`src/rtl/vga_timing_pkg.sv`:
```
// Shared raster timing constants (640x480@60 defaults) and the total-period helper
// used by the sync generator, board wrappers and benches.
package vga_timing_pkg;

  localparam int DEF_CLK_MHZ       = 50;
  localparam int DEF_PIXEL_MHZ     = 25;
  localparam int DEF_SCREEN_WIDTH  = 640;
  localparam int DEF_SCREEN_HEIGHT = 480;
  localparam int DEF_H_FRONT       = 16;
  localparam int DEF_H_SYNC        = 96;
  localparam int DEF_H_BACK        = 48;
  localparam int DEF_V_FRONT       = 10;
  localparam int DEF_V_SYNC        = 2;
  localparam int DEF_V_BACK        = 33;

  // Full period of one axis: active region plus both porches and the sync pulse.
  function automatic int timing_total(input int active, input int front,
                                      input int sync, input int back);
    return active + front + sync + back;
  endfunction

endpackage

```
`src/rtl/pixel_strobe_gen.sv`:
```
// Divides the system clock into a one-clk pixel enable, high once every R clocks.
module pixel_strobe_gen #(
  parameter int R = 2
) (
  input  logic clk,
  input  logic rst,
  output logic pixel_strobe
);

  // Keep at least one bit so R=1 still elaborates; the count then stays at 0.
  localparam int DW = (R > 1) ? $clog2(R) : 1;
  localparam logic [DW-1:0] DIV_LAST = DW'(R - 1);

  logic [DW-1:0] div;

  always_ff @(posedge clk) begin
    if (rst) begin
      div <= '0;
    end else if (div == DIV_LAST) begin
      div <= '0;
    end else begin
      div <= div + 1'b1;
    end
  end

  // Decoded from the registered count, so R=1 gives a constant 1 from reset.
  assign pixel_strobe = (div == DIV_LAST);

endmodule

```
`src/rtl/vga_sync_gen.sv`:
```
// Raster timing generator: pixel divider, h/v position counters and registered
// sync / active-area / coordinate decodes for the game and graphics stage.
module vga_sync_gen
  import vga_timing_pkg::*;
#(
  parameter int clk_mhz       = DEF_CLK_MHZ,
  parameter int pixel_mhz     = DEF_PIXEL_MHZ,
  parameter int screen_width  = DEF_SCREEN_WIDTH,
  parameter int screen_height = DEF_SCREEN_HEIGHT,
  parameter int h_front       = DEF_H_FRONT,
  parameter int h_sync        = DEF_H_SYNC,
  parameter int h_back        = DEF_H_BACK,
  parameter int v_front       = DEF_V_FRONT,
  parameter int v_sync        = DEF_V_SYNC,
  parameter int v_back        = DEF_V_BACK,
  parameter int w_x           = $clog2(screen_width),
  parameter int w_y           = $clog2(screen_height)
) (
  input  logic           clk,
  input  logic           rst,
  output logic           pixel_strobe,
  output logic           hsync,
  output logic           vsync,
  output logic           display_on,
  output logic [w_x-1:0] x,
  output logic [w_y-1:0] y,
  output logic           frame_start
);

  localparam int R       = clk_mhz / pixel_mhz;
  localparam int H_TOTAL = timing_total(screen_width, h_front, h_sync, h_back);
  localparam int V_TOTAL = timing_total(screen_height, v_front, v_sync, v_back);
  localparam int HW      = $clog2(H_TOTAL);
  localparam int VW      = $clog2(V_TOTAL);

  localparam logic [HW-1:0] H_LAST     = HW'(H_TOTAL - 1);
  localparam logic [HW-1:0] H_ACT      = HW'(screen_width);
  localparam logic [HW-1:0] H_SYNC_BEG = HW'(screen_width + h_front);
  localparam logic [HW-1:0] H_SYNC_END = HW'(screen_width + h_front + h_sync);
  localparam logic [VW-1:0] V_LAST     = VW'(V_TOTAL - 1);
  localparam logic [VW-1:0] V_ACT      = VW'(screen_height);
  localparam logic [VW-1:0] V_SYNC_BEG = VW'(screen_height + v_front);
  localparam logic [VW-1:0] V_SYNC_END = VW'(screen_height + v_front + v_sync);

  if (clk_mhz % pixel_mhz != 0) begin : g_ratio_check
    $error("vga_sync_gen: clk_mhz (%0d) is not a multiple of pixel_mhz (%0d)",
           clk_mhz, pixel_mhz);
  end

  pixel_strobe_gen #(
    .R(R)
  ) u_strobe (
    .clk         (clk),
    .rst         (rst),
    .pixel_strobe(pixel_strobe)
  );

  logic [HW-1:0]  h, h_next;
  logic [VW-1:0]  v, v_next;
  logic           h_wrap, v_wrap;
  logic           display_on_next, hsync_next, vsync_next;
  logic [w_x-1:0] x_next;
  logic [w_y-1:0] y_next;

  // Decodes look at the next position so they land on the same edge as the counters.
  always_comb begin
    h_wrap          = (h == H_LAST);
    v_wrap          = (v == V_LAST);
    h_next          = h_wrap ? '0 : h + 1'b1;
    v_next          = v;
    if (h_wrap) begin
      v_next = v_wrap ? '0 : v + 1'b1;
    end
    display_on_next = (h_next < H_ACT) && (v_next < V_ACT);
    hsync_next      = !((h_next >= H_SYNC_BEG) && (h_next < H_SYNC_END));
    vsync_next      = !((v_next >= V_SYNC_BEG) && (v_next < V_SYNC_END));
    x_next          = display_on_next ? h_next[w_x-1:0] : '0;
    y_next          = display_on_next ? v_next[w_y-1:0] : '0;
  end

  always_ff @(posedge clk) begin
    if (rst) begin
      h           <= '0;
      v           <= '0;
      hsync       <= 1'b1;
      vsync       <= 1'b1;
      display_on  <= 1'b0;
      x           <= '0;
      y           <= '0;
      frame_start <= 1'b0;
    end else begin
      frame_start <= 1'b0;
      if (pixel_strobe) begin
        h           <= h_next;
        v           <= v_next;
        hsync       <= hsync_next;
        vsync       <= vsync_next;
        display_on  <= display_on_next;
        x           <= x_next;
        y           <= y_next;
        frame_start <= h_wrap && v_wrap;
      end
    end
  end

endmodule

```
`config.mk`:
```
export PLATFORM = sky130hd
export DESIGN_NAME = vga_sync_gen
export DESIGN_NICKNAME = d
export VERILOG_FILES = /design/src/rtl/vga_timing_pkg.sv /design/src/rtl/pixel_strobe_gen.sv /design/src/rtl/vga_sync_gen.sv
export SDC_FILE = /design/constraint.sdc
export NUM_CORES = 1
export LEC_CHECK = 0
export ABC_CLOCK_PERIOD_IN_PS = 2790
export BUFFER_PORTS_ARGS = -buffer_cell sky130_fd_sc_hd__buf_2
export CAP_MARGIN = 20
export CORE_ASPECT_RATIO = 0.6
export CORE_UTILIZATION = 51
export CTS_BUF_LIST = sky130_fd_sc_hd__clkbuf_4
export CTS_CLUSTER_SIZE = 10
export DETAILED_ROUTE_END_ITERATION = 10
export GPL_ROUTABILITY_DRIVEN = 0
export PLACE_DENSITY = 0.81
export SYNTH_ARGS = -nofsm -noshare
export SYNTH_HDL_FRONTEND = slang
export SYNTH_SLANG_ARGS = --single-unit
export TNS_END_PERCENT = 5
```
`constraint.sdc`:
```
create_clock -name clk -period 2.79 [get_ports clk]
set_input_delay 0.4185 -clock clk [delete_from_list [all_inputs] [get_ports clk]]
set_output_delay 0.4185 -clock clk [all_outputs]
set_load 0.05 [all_outputs]
```
==> results of run 1 <==
==> state kept, by name (all words and copies together) (netlist names) <==
register	flops
h	10
x	10
frame_start	1
vsync	1
v	10
u_strobe.pixel_strobe	1
y	9
hsync	1
display_on	1
==> power by group <==
group	switching, mW	internal, mW
clock	0.203	0.0928
sequential	0.0109	0.638
combinational	0.0611	0.0246
==> metrics by stage <==
step | setup WS, ns | hold WS (ns)
finish | 0.174 | 0.447
global route | 0.0395 | 0.448
CTS | 0.233 | 0.432
detailed placement | 0.264 | 0.454
global placement | 0.448 | 0.449
floorplan | 0.490 | 0.490
==> final timing paths <==
check	endpoint	slack, ns	start
min	v[4]	0.45	rst
max	x[1]	0.17	h[0]
min reg2reg	x[7]	0.48	x[7]
max reg2reg	x[1]	0.17	h[0]
==> logic make-up after synthesis <==
group                      after synthesis  share of synthesized area
AOI/OAI and AO/OA                       68                      0.240
adders and majority gates                3                     0.0168
and+or+nand+nor                         99                      0.223
buffers and inverters                   25                     0.0532
xor gates and xnor gates                15                     0.0588
DFF                                     44                      0.394
muxes                                    3                     0.0134
==> cells in the final DEF, fill, tap and decap left out, drive strengths merged, types with 2 or more instances in the layout <==
cell type | synthesis | routed
o21ai | 12 | 12
buf | 6 | 35
nor3 | 11 | 11
a211oi | 2 | 2
nand2 | 20 | 20
a31oi | 3 | 3
xor2 | 8 | 8
and4 | 5 | 5
ha | 3 | 3
a22o | 11 | 11
mux2i | 3 | 3
a32o | 11 | 11
nor4 | 2 | 2
a21oi | 10 | 10
nor2 | 33 | 33
clkbuf | 14 | 5
dfxtp | 44 | 44
a21o | 6 | 6
nand3 | 10 | 10
xnor2 | 7 | 7
clkinv | 0 | 3
inv | 5 | 5
or3 | 3 | 3
nand4 | 6 | 6
nand2b | 3 | 3
==> cell type report <==
class,instances,share of cell area
Multi-Input combinational cell,188,0.502
Sequential cell,44,0.358
Timing Repair Buffer,35,0.0813
Tap cell,60,0.0305
Clock buffer,5,0.0152
Inverter,5,0.00762
Clock inverter,3,0.00559
==> worst max-delay path, stage by stage, from the launching register on <==
cell      delay, ns
dfxtp_1        0.42
ha_1           0.27
nand4_1        0.24
nor3_2         0.31
buf_4          0.26
o21ai_1        0.11
a22o_1         0.28
a311oi_4       0.27
buf_4          0.23
a32o_1         0.17
==> per-layer routing <==
metal,GRT usage,vias to the layer above,part of all wire
li1,-,996,-
met1,0.406,1000,0.52
met2,0.353,93,0.38
met3,0.0686,7,0.093
met4,0.0710,0,0.0072
met5,0,-,0
==> impl_metrics.py, run 1 <==
metrics = {
    "placed_design": {
        "post_dp_cell_area_um2": 2410,
        "dp.final_hpwl_um": 4060,
        "buffer_ports.inserted": 25,
        "placedCellCount": 332,
    },
    "worst_hold_path": {
        "hold-path-cell-count": 2,
        "worstHoldPathType": "primary input to flop",
    },
    "clocking": {
        "insertion_delay_ns": 0.35,
        "cts_hold_buf": 0,
        "cts_tree": "yes",
        "cts.htree.levels": 2,
        "clk_root_buf": "clkbuf_4",
        "clock_sink_count": 44,
        "number_of_post_cts_setup_repair_buffers": 0,
        "cts-resized-gates": 0,
        "clock_input_transition_at_the_sequential_cells_of_the_worst_setup_and_hold_paths_ns": 0.13,
        "numCtsBuffers": 5,
        "cts.path.max_buffers": 2,
    },
    "synthesis": {
        "post_synth_instance_area_um2": 2230,
        "synth-edff-count": 0,
        "synth.top_cells.by_area": "dfxtp_1 (39%), nor2_1 (5.4%), a32o_1 (4.9%)",
        "synth_async_reset_ratio": 0,
        "syn_avg_cell_area_um2": 8.69,
        "synth.ff_latch_count": 44,
        "synth_seq_area_share": 0.394,
        "most_frequently_used_cell_type_in_the_post_synthesis_netlist": "dfxtp_1",
        "synth_common_cells": "dfxtp_1 (44), nor2_1 (32), nand2_1 (20)",
        "yosys_warnings": 0,
        "netlist.area_leader.share": 0.394,
        "post_synth_inst_count": 257,
        "post_synth_num_cell_types": 50,
        "ys_dominant_reg_cell": "dfxtp_1",
        "synth_fp_nets": 262,
        "synthDominantAreaCellType": "dfxtp_1",
    },
    "setup_path": {
        "crit_required_ns": 3.10,
        "cp_data_arrival_time_ns": 2.92,
        "critical_path.startpoint_type": "flop",
        "endpoint_kind": "flop",
        "critical_path.max_fanout": 12,
        "timing.reg2reg.worst_path_depth": 9,
        "critical_path_class": "flop to flop",
    },
    "route": {
        "totalWireLength_um": 5590,
        "drt-wirelength-per-cell_um": 16.4,
        "post-route-drc-count": 0,
        "route.detailed.vias_per_inst": 6.16,
        "drt-initial-drc-count": 176,
        "dr_total_vias": 2096,
        "postRouteAntennaNets": 0,
        "detail_route.first_pass.iterations": 5,
    },
    "floorplanning": {
        "floorplan.die.height_um": 53.3,
        "fp.dieArea_um2": 4660,
        "core_area_um2": 4140,
        "floorplan.die.width_um": 87.4,
        "boundaryPins": 26,
        "floorplan.initialDensity": 0.539,
        "num_rows": 18,
    },
    "cells_and_area": {
        "ff_latch_area_um2": 881,
        "layout.nets": 284,
        "layout.core_utilization": 0.594,
        "layout-drive-gt1-share": 0.182,
        "area_added_between_synthesis_and_finish_pct": 10.3,
        "multi_input_area_um2": 1240,
        "n_fill_cell": 390,
        "antennaDiodeCount": 0,
        "finish.cell_count_without_fillers": 340,
        "post-route-cell-area_um2": 2460,
    },
    "global_route": {
        "track_usage": 0.265,
        "grt_first_pass_wirelength_um": 9140,
        "antenna_found_initial": 0,
        "grt_start_max_net_pins": 22,
        "first_global_vias": 1801,
        "globalRoute.totalOverflow": 0,
    },
    "timing": {
        "finalMaxSlewViolations": 0,
        "finalCritPeriodShare": 0.938,
        "final_period_minus_worst_setup_slack_ns": 2.62,
        "max-slew-margin-rel": 0.454,
        "skew_ns": 0.00781,
        "unrepaired_setup_endpoints_after_global_routing": "false",
        "hold_viol": 0,
        "timing.setup.tns_ns": 0,
        "final-setup-viol-count": 0,
        "worst-slew-pin-transition_ns": 0.819,
        "peak_clock_frequency_supported_by_timing_ghz": 0.382,
    },
    "power_and_ir_drop": {
        "peakVddDrop_uv": 228,
        "power.leakage_nw": 0.978,
        "power_density_nw_per_um2": 419,
        "total_power_mw": 1.03,
    },
    "flow_run": {
        "cap_violations": 0,
    },
    "outcome": {
        "outcome": "finished, final reports clean",
    },
}
(Power assumes the default switching activity.)
==> run 2: changes to the inputs <==
--- a/config.mk
+++ b/config.mk
@@ -15,6 +15,7 @@
 export DETAILED_ROUTE_END_ITERATION = 10
 export GPL_ROUTABILITY_DRIVEN = 0
 export PLACE_DENSITY = 0.81
+export REMOVE_ABC_BUFFERS = 1
 export SYNTH_ARGS = -nofsm -noshare
 export SYNTH_HDL_FRONTEND = slang
 export SYNTH_SLANG_ARGS = --single-unit
==> impl_metrics.py, run 2 (same netlist as run 1, synthesis figures left out) <==
metrics = {
    "cells_and_area": {
        "layout_common_cells": "dfxtp_1 (44), nor2_1 (31), buf_2 (25), nand2_1 (20), buf_4 (14)",
        "layout.core_utilization": 0.618,
        "layout-drive-gt1-share": 0.197,
        "area_added_between_synthesis_and_finish_pct": 14.6,
        "finish.cell_count_without_fillers": 344,
        "layout.nets": 289,
        "layout_commonest_cell": "dfxtp_1",
        "antennaDiodeCount": 0,
        "n_fill_cell": 372,
        "largestRegisters": "h (10), v (10), x (10)",
    },
    "floorplanning": {
        "floorplan.die.height_um": 53.3,
        "core_area_um2": 4140,
        "num_rows": 18,
        "floorplan.die.width_um": 87.4,
        "floorplan.initialDensity": 0.539,
        "boundaryPins": 26,
        "fp.dieArea_um2": 4660,
    },
    "worst_hold_path": {
        "worstHoldPathType": "primary input to flop",
        "hold-path-cell-count": 2,
        "hold_path_startpoint": "rst",
    },
    "timing": {
        "hold_viol": 0,
        "final_period_minus_worst_setup_slack_ns": 2.70,
        "skew_ns": 0.0192,
        "hold_ws_ns": 0.459,
        "peak_clock_frequency_supported_by_timing_ghz": 0.370,
        "finalCritPeriodShare": 0.969,
        "worst-slew-pin-transition_ns": 0.486,
        "max-slew-margin-rel": 0.673,
        "final-setup-viol-count": 0,
        "finalMaxSlewViolations": 0,
    },
    "power_and_ir_drop": {
        "power_density_nw_per_um2": 474,
        "switching_share": 0.226,
        "net-switching-power_mw": 0.274,
        "peakVddDrop_uv": 326,
        "clock_power_share": 0.393,
        "total_power_mw": 1.21,
        "combinationalPowerShare": 0.069,
        "pwr-share-seq": 0.538,
        "cellInternalPower_mw": 0.938,
        "power.leakage_nw": 1.04,
    },
    "clocking": {
        "insertion_delay_ns": 0.36,
        "cts_hold_buf": 0,
        "cts.htree.levels": 2,
        "clk_root_buf": "clkbuf_4",
        "cts_tree": "yes",
        "numCtsBuffers": 5,
        "cts.path.max_buffers": 2,
        "clock_input_transition_at_the_sequential_cells_of_the_worst_setup_and_hold_paths_ns": 0.14,
        "clock_sink_count": 44,
    },
    "placed_design": {
        "placedCellCount": 332,
        "buffer_ports.inserted": 25,
        "dp.final_hpwl_um": 3940,
    },
    "route": {
        "drt-initial-drc-count": 414,
        "route.detailed.vias_per_inst": 6.00,
        "postRouteAntennaNets": 0,
        "totalWireLength_um": 5650,
        "drt-wirelength-per-cell_um": 16.4,
        "detail_route.first_pass.iterations": 5,
        "post-route-drc-count": 0,
        "dr_total_vias": 2065,
    },
    "global_route": {
        "first_global_vias": 1748,
        "track_usage": 0.262,
        "grt_first_pass_wirelength_um": 8990,
        "antenna_found_initial": 0,
        "grt_start_max_net_pins": 30,
        "globalRoute.totalOverflow": 0,
    },
    "setup_path": {
        "critical_path.cell_chain": "ha_1, nand4_1, nor3_4, buf_4, buf_4, a31oi_1, nor2_2, a311oi_4, buf_4, a32o_1",
        "critical_path_class": "flop to flop",
        "cp_data_arrival_time_ns": 2.95,
        "critPathLaunch": "h[0]",
        "slowest_stage": "dfxtp_1",
        "worstReg2RegStart": "h[0]",
        "most_repeated_library_cell_on_the_critical_path": "buf_4",
        "endpoint_kind": "flop",
        "critical_path.max_fanout": 10,
        "crit_required_ns": 3.04,
        "critical_path.startpoint_type": "flop",
        "timing.reg2reg.worst_path_depth": 10,
        "cpPeakStageDelay_ns": 0.43,
    },
    "outcome": {
        "outcome": "finished, final reports clean",
    },
    "flow_run": {
        "cap_violations": 0,
    },
}
==> run 2: final timing paths <==
kind	to	slack (ns)
max reg2reg	x[2]	0.09
max	x[2]	0.09
min reg2reg	x[9]	0.47
min	h[9]	0.46
==> run 2: stage by stage <==
| step | worst slack, ns | setup TNS (ns) | cell area, um2 |
|---|---|---|---|
| 2_1_floorplan | 0.151 | 0 | 2130 |
| 5_1_grt | -0.0478 | -0.295 | 2560 |
| 6_report | 0.0851 | 0 | 2560 |
| 4_1_cts | 0.203 | 0 | 2530 |
| 3_3_place_gp | 0.136 | 0 | 2410 |
| 3_5_place_dp | 0.0330 | 0 | 2410 |
==> run 2: power groups by stage <==
stage,Combinational (mW),Sequential [mW],Clock (mW)
after CTS,0.0790,0.652,0.485
final,0.0840,0.652,0.476
after floorplan,0.0325,0.684,0
after global routing,0.0896,0.654,0.514
after global placement,0.0778,0.665,0
after detailed placement,0.0787,0.666,0
==> run 2: timing repair <==
action                                  4_1_cts  5_1_grt
setup buffers                                 3        1
gates resized for setup                       0        1
endpoints found under the hold margin         0        0
endpoints found under the setup margin        3       10
pin swaps                                     1        0
==> run 2: worst max-delay path, delay by kind of cell (launching register included) <==
kind	cells	cell delay, ns
fa+ha+maj	1	0.26
buf+inv	3	0.54
flops	1	0.43
simple gates	3	0.83
compound gates	3	0.53
==> run 2: cell type report <==
class	count	area (um2)	share of cell area
clock buffer	5	37.5	0.0147
clock inverter	2	60.1	0.0235
inverter	5	18.8	0.00733
multi-input combinational	188	1240	0.485
sequential	44	881	0.344
tap	60	75.1	0.0293
timing repair buffer	40	245	0.0958
==> run 2: per-layer routing <==
layer | track usage | part of all wire
met1 | 0.406 | 0.49
met2 | 0.352 | 0.41
met5 | 0 | 0
met4 | 0.0464 | 0.0025
met3 | 0.0733 | 0.10
==> run 3: changes to the inputs <==
--- a/config.mk
+++ b/config.mk
@@ -8,13 +8,15 @@
 export ABC_CLOCK_PERIOD_IN_PS = 2790
 export BUFFER_PORTS_ARGS = -buffer_cell sky130_fd_sc_hd__buf_2
 export CAP_MARGIN = 20
+export CELL_PAD_IN_SITES_DETAIL_PLACEMENT = 0
+export CELL_PAD_IN_SITES_GLOBAL_PLACEMENT = 1
 export CORE_ASPECT_RATIO = 0.6
-export CORE_UTILIZATION = 51
+export CORE_UTILIZATION = 45
 export CTS_BUF_LIST = sky130_fd_sc_hd__clkbuf_4
 export CTS_CLUSTER_SIZE = 10
 export DETAILED_ROUTE_END_ITERATION = 10
 export GPL_ROUTABILITY_DRIVEN = 0
-export PLACE_DENSITY = 0.81
+export PLACE_DENSITY = 0.91
 export REMOVE_ABC_BUFFERS = 1
 export SYNTH_ARGS = -nofsm -noshare
 export SYNTH_HDL_FRONTEND = slang
==> impl_metrics.py, run 3 (same netlist as run 1, synthesis figures left out) <==
metrics = {
    "floorplanning": {
        "num_rows": 19,
        "floorplan.initialDensity": 0.479,
        "floorplan.die.height_um": 56.6,
        "floorplan.die.width_um": 93.0,
        "boundaryPins": 26,
        "core_area_um2": 4660,
        "fp.dieArea_um2": 5260,
    },
    "route": {
        "drt-initial-drc-count": 234,
        "totalWireLength_um": 5570,
        "postRouteAntennaNets": 0,
        "dr_total_vias": 1978,
        "detail_route.first_pass.iterations": 6,
        "post-route-drc-count": 0,
        "route.detailed.vias_per_inst": 5.78,
        "drt-wirelength-per-cell_um": 16.3,
    },
    "global_route": {
        "antenna_found_initial": 0,
        "grt_start_max_net_pins": 26,
        "first_global_vias": 1793,
        "grt_first_pass_wirelength_um": 9310,
        "track_usage": 0.230,
        "globalRoute.totalOverflow": 0,
    },
    "clocking": {
        "numCtsBuffers": 5,
        "cts.path.max_buffers": 2,
        "cts.htree.levels": 2,
        "insertion_delay_ns": 0.35,
        "cts_tree": "yes",
        "number_of_post_cts_setup_repair_buffers": 0,
        "clk_root_buf": "clkbuf_4",
        "clock_sink_count": 44,
        "clock_input_transition_at_the_sequential_cells_of_the_worst_setup_and_hold_paths_ns": 0.13,
    },
    "cells_and_area": {
        "layout.core_utilization": 0.530,
        "area_added_between_synthesis_and_finish_pct": 10.6,
        "layout_commonest_cell": "dfxtp_1",
        "layout_common_cells": "dfxtp_1 (44), nor2_1 (31), buf_2 (25), nand2_1 (20)",
        "n_fill_cell": 455,
        "layout-drive-gt1-share": 0.179,
        "largestRegisters": "h (10), v (10), x (10)",
        "antennaDiodeCount": 0,
        "multi_input_area_um2": 1240,
        "ff_latch_area_um2": 881,
        "layout.nets": 283,
    },
    "setup_path": {
        "critical_path.max_fanout": 12,
        "cp_data_arrival_time_ns": 2.83,
        "slowest_stage": "or3_4",
        "critical_path_class": "flop to flop",
        "endpoint_kind": "flop",
        "critical_path.cell_chain": "ha_1, nand4_1, or3_4, nor2_1, a22o_1, a311oi_4, buf_4, a32o_1",
        "critical_path.top_delay_family": "simple AND/OR/NAND/NOR gates",
        "cpPeakStageDelay_ns": 0.49,
        "crit_required_ns": 3.05,
        "path_buf_inv": 1,
        "critical_path.startpoint_type": "flop",
    },
    "power_and_ir_drop": {
        "power_density_nw_per_um2": 422,
        "power.leakage_nw": 0.983,
        "total_power_mw": 1.04,
        "peakVddDrop_uv": 251,
    },
    "timing": {
        "worst-slew-pin-transition_ns": 0.668,
        "skew_ns": 0.0107,
        "timing.setup.tns_ns": 0,
        "final_period_minus_worst_setup_slack_ns": 2.57,
        "max-slew-margin-rel": 0.551,
        "unrepaired_setup_endpoints_after_global_routing": "false",
        "peak_clock_frequency_supported_by_timing_ghz": 0.390,
        "final-setup-viol-count": 0,
        "hold_viol": 0,
        "finalMaxSlewViolations": 0,
        "finalCritPeriodShare": 0.920,
    },
    "placed_design": {
        "dp.final_hpwl_um": 4140,
        "buffer_ports.inserted": 25,
    },
    "flow_run": {
        "cap_violations": 0,
    },
    "worst_hold_path": {
        "worstHoldPathType": "primary input to flop",
    },
    "outcome": {
        "outcome": "finished, final reports clean",
    },
}
## run 3: cell count changes in the layout (fill, tap and decap cells not counted), sizes merged
cell,before,now
buf,40,34
bufinv,2,0
clkbuf,5,6
clkinv,0,1
clkinvlp,0,1
## run 3: final cells by class
cell class	instances	share of cell area
multi-input combinational	188	0.503
clock inverter	2	0.00456
sequential	44	0.357
tap	63	0.0319
inverter	5	0.00760
timing repair buffer	34	0.0780
clock buffer	6	0.0182
## run 3: timing repair
action | 4_1_cts | 5_1_grt
hold buffers | 0 | 0
endpoints found under the setup margin | 0 | 10
gates resized for setup | 0 | 1
## run 3: power by group
group	total [mW]	internal, mW	switching, mW
registers	0.654	0.638	0.0152
logic	0.0810	0.0233	0.0577
clock network	0.309	0.106	0.203
## run 3: worst reg2reg max path, cell delays in order, from the launching register on
cell and delay (ns):
dfxtp_1 0.42, ha_1 0.29, nand4_1 0.26, or3_4 0.49
nor2_1 0.26, a22o_1 0.26, a311oi_4 0.05, buf_4 0.20
a32o_1 0.26
## run 3: path summary, 6_finish.rpt
check	from	end	slack, ns	cells past startpoint
worst min-delay path	rst	v[6]	0.45	2
worst min register to register	y[2]	y[2]	0.48	1
worst max register to register	h[0]	y[6]	0.22	8
worst max-delay path	h[0]	y[6]	0.22	8
## run 3: routing by layer
metal,track usage,vias to the layer above,routed length [um]
li1,-,983,-
met1,0.374,889,2940
met2,0.276,100,2010
met3,0.0772,6,585
met4,0.0505,0,36
met5,0,-,0
## run 3: metrics by stage
stage / setup WS [ns] / cell area (um2) / std cells / hold WS (ns)
2_1_floorplan: 0.151 / 2130 / 237 / 0.488
3_3_place_gp: 0.278 / 2410 / 334 / 0.445
3_5_place_dp: 0.181 / 2410 / 334 / 0.451
4_1_cts: 0.157 / 2460 / 342 / 0.446
5_1_grt: 0.0820 / 2470 / 342 / 0.437
6_report: 0.224 / 2470 / 342 / 0.449
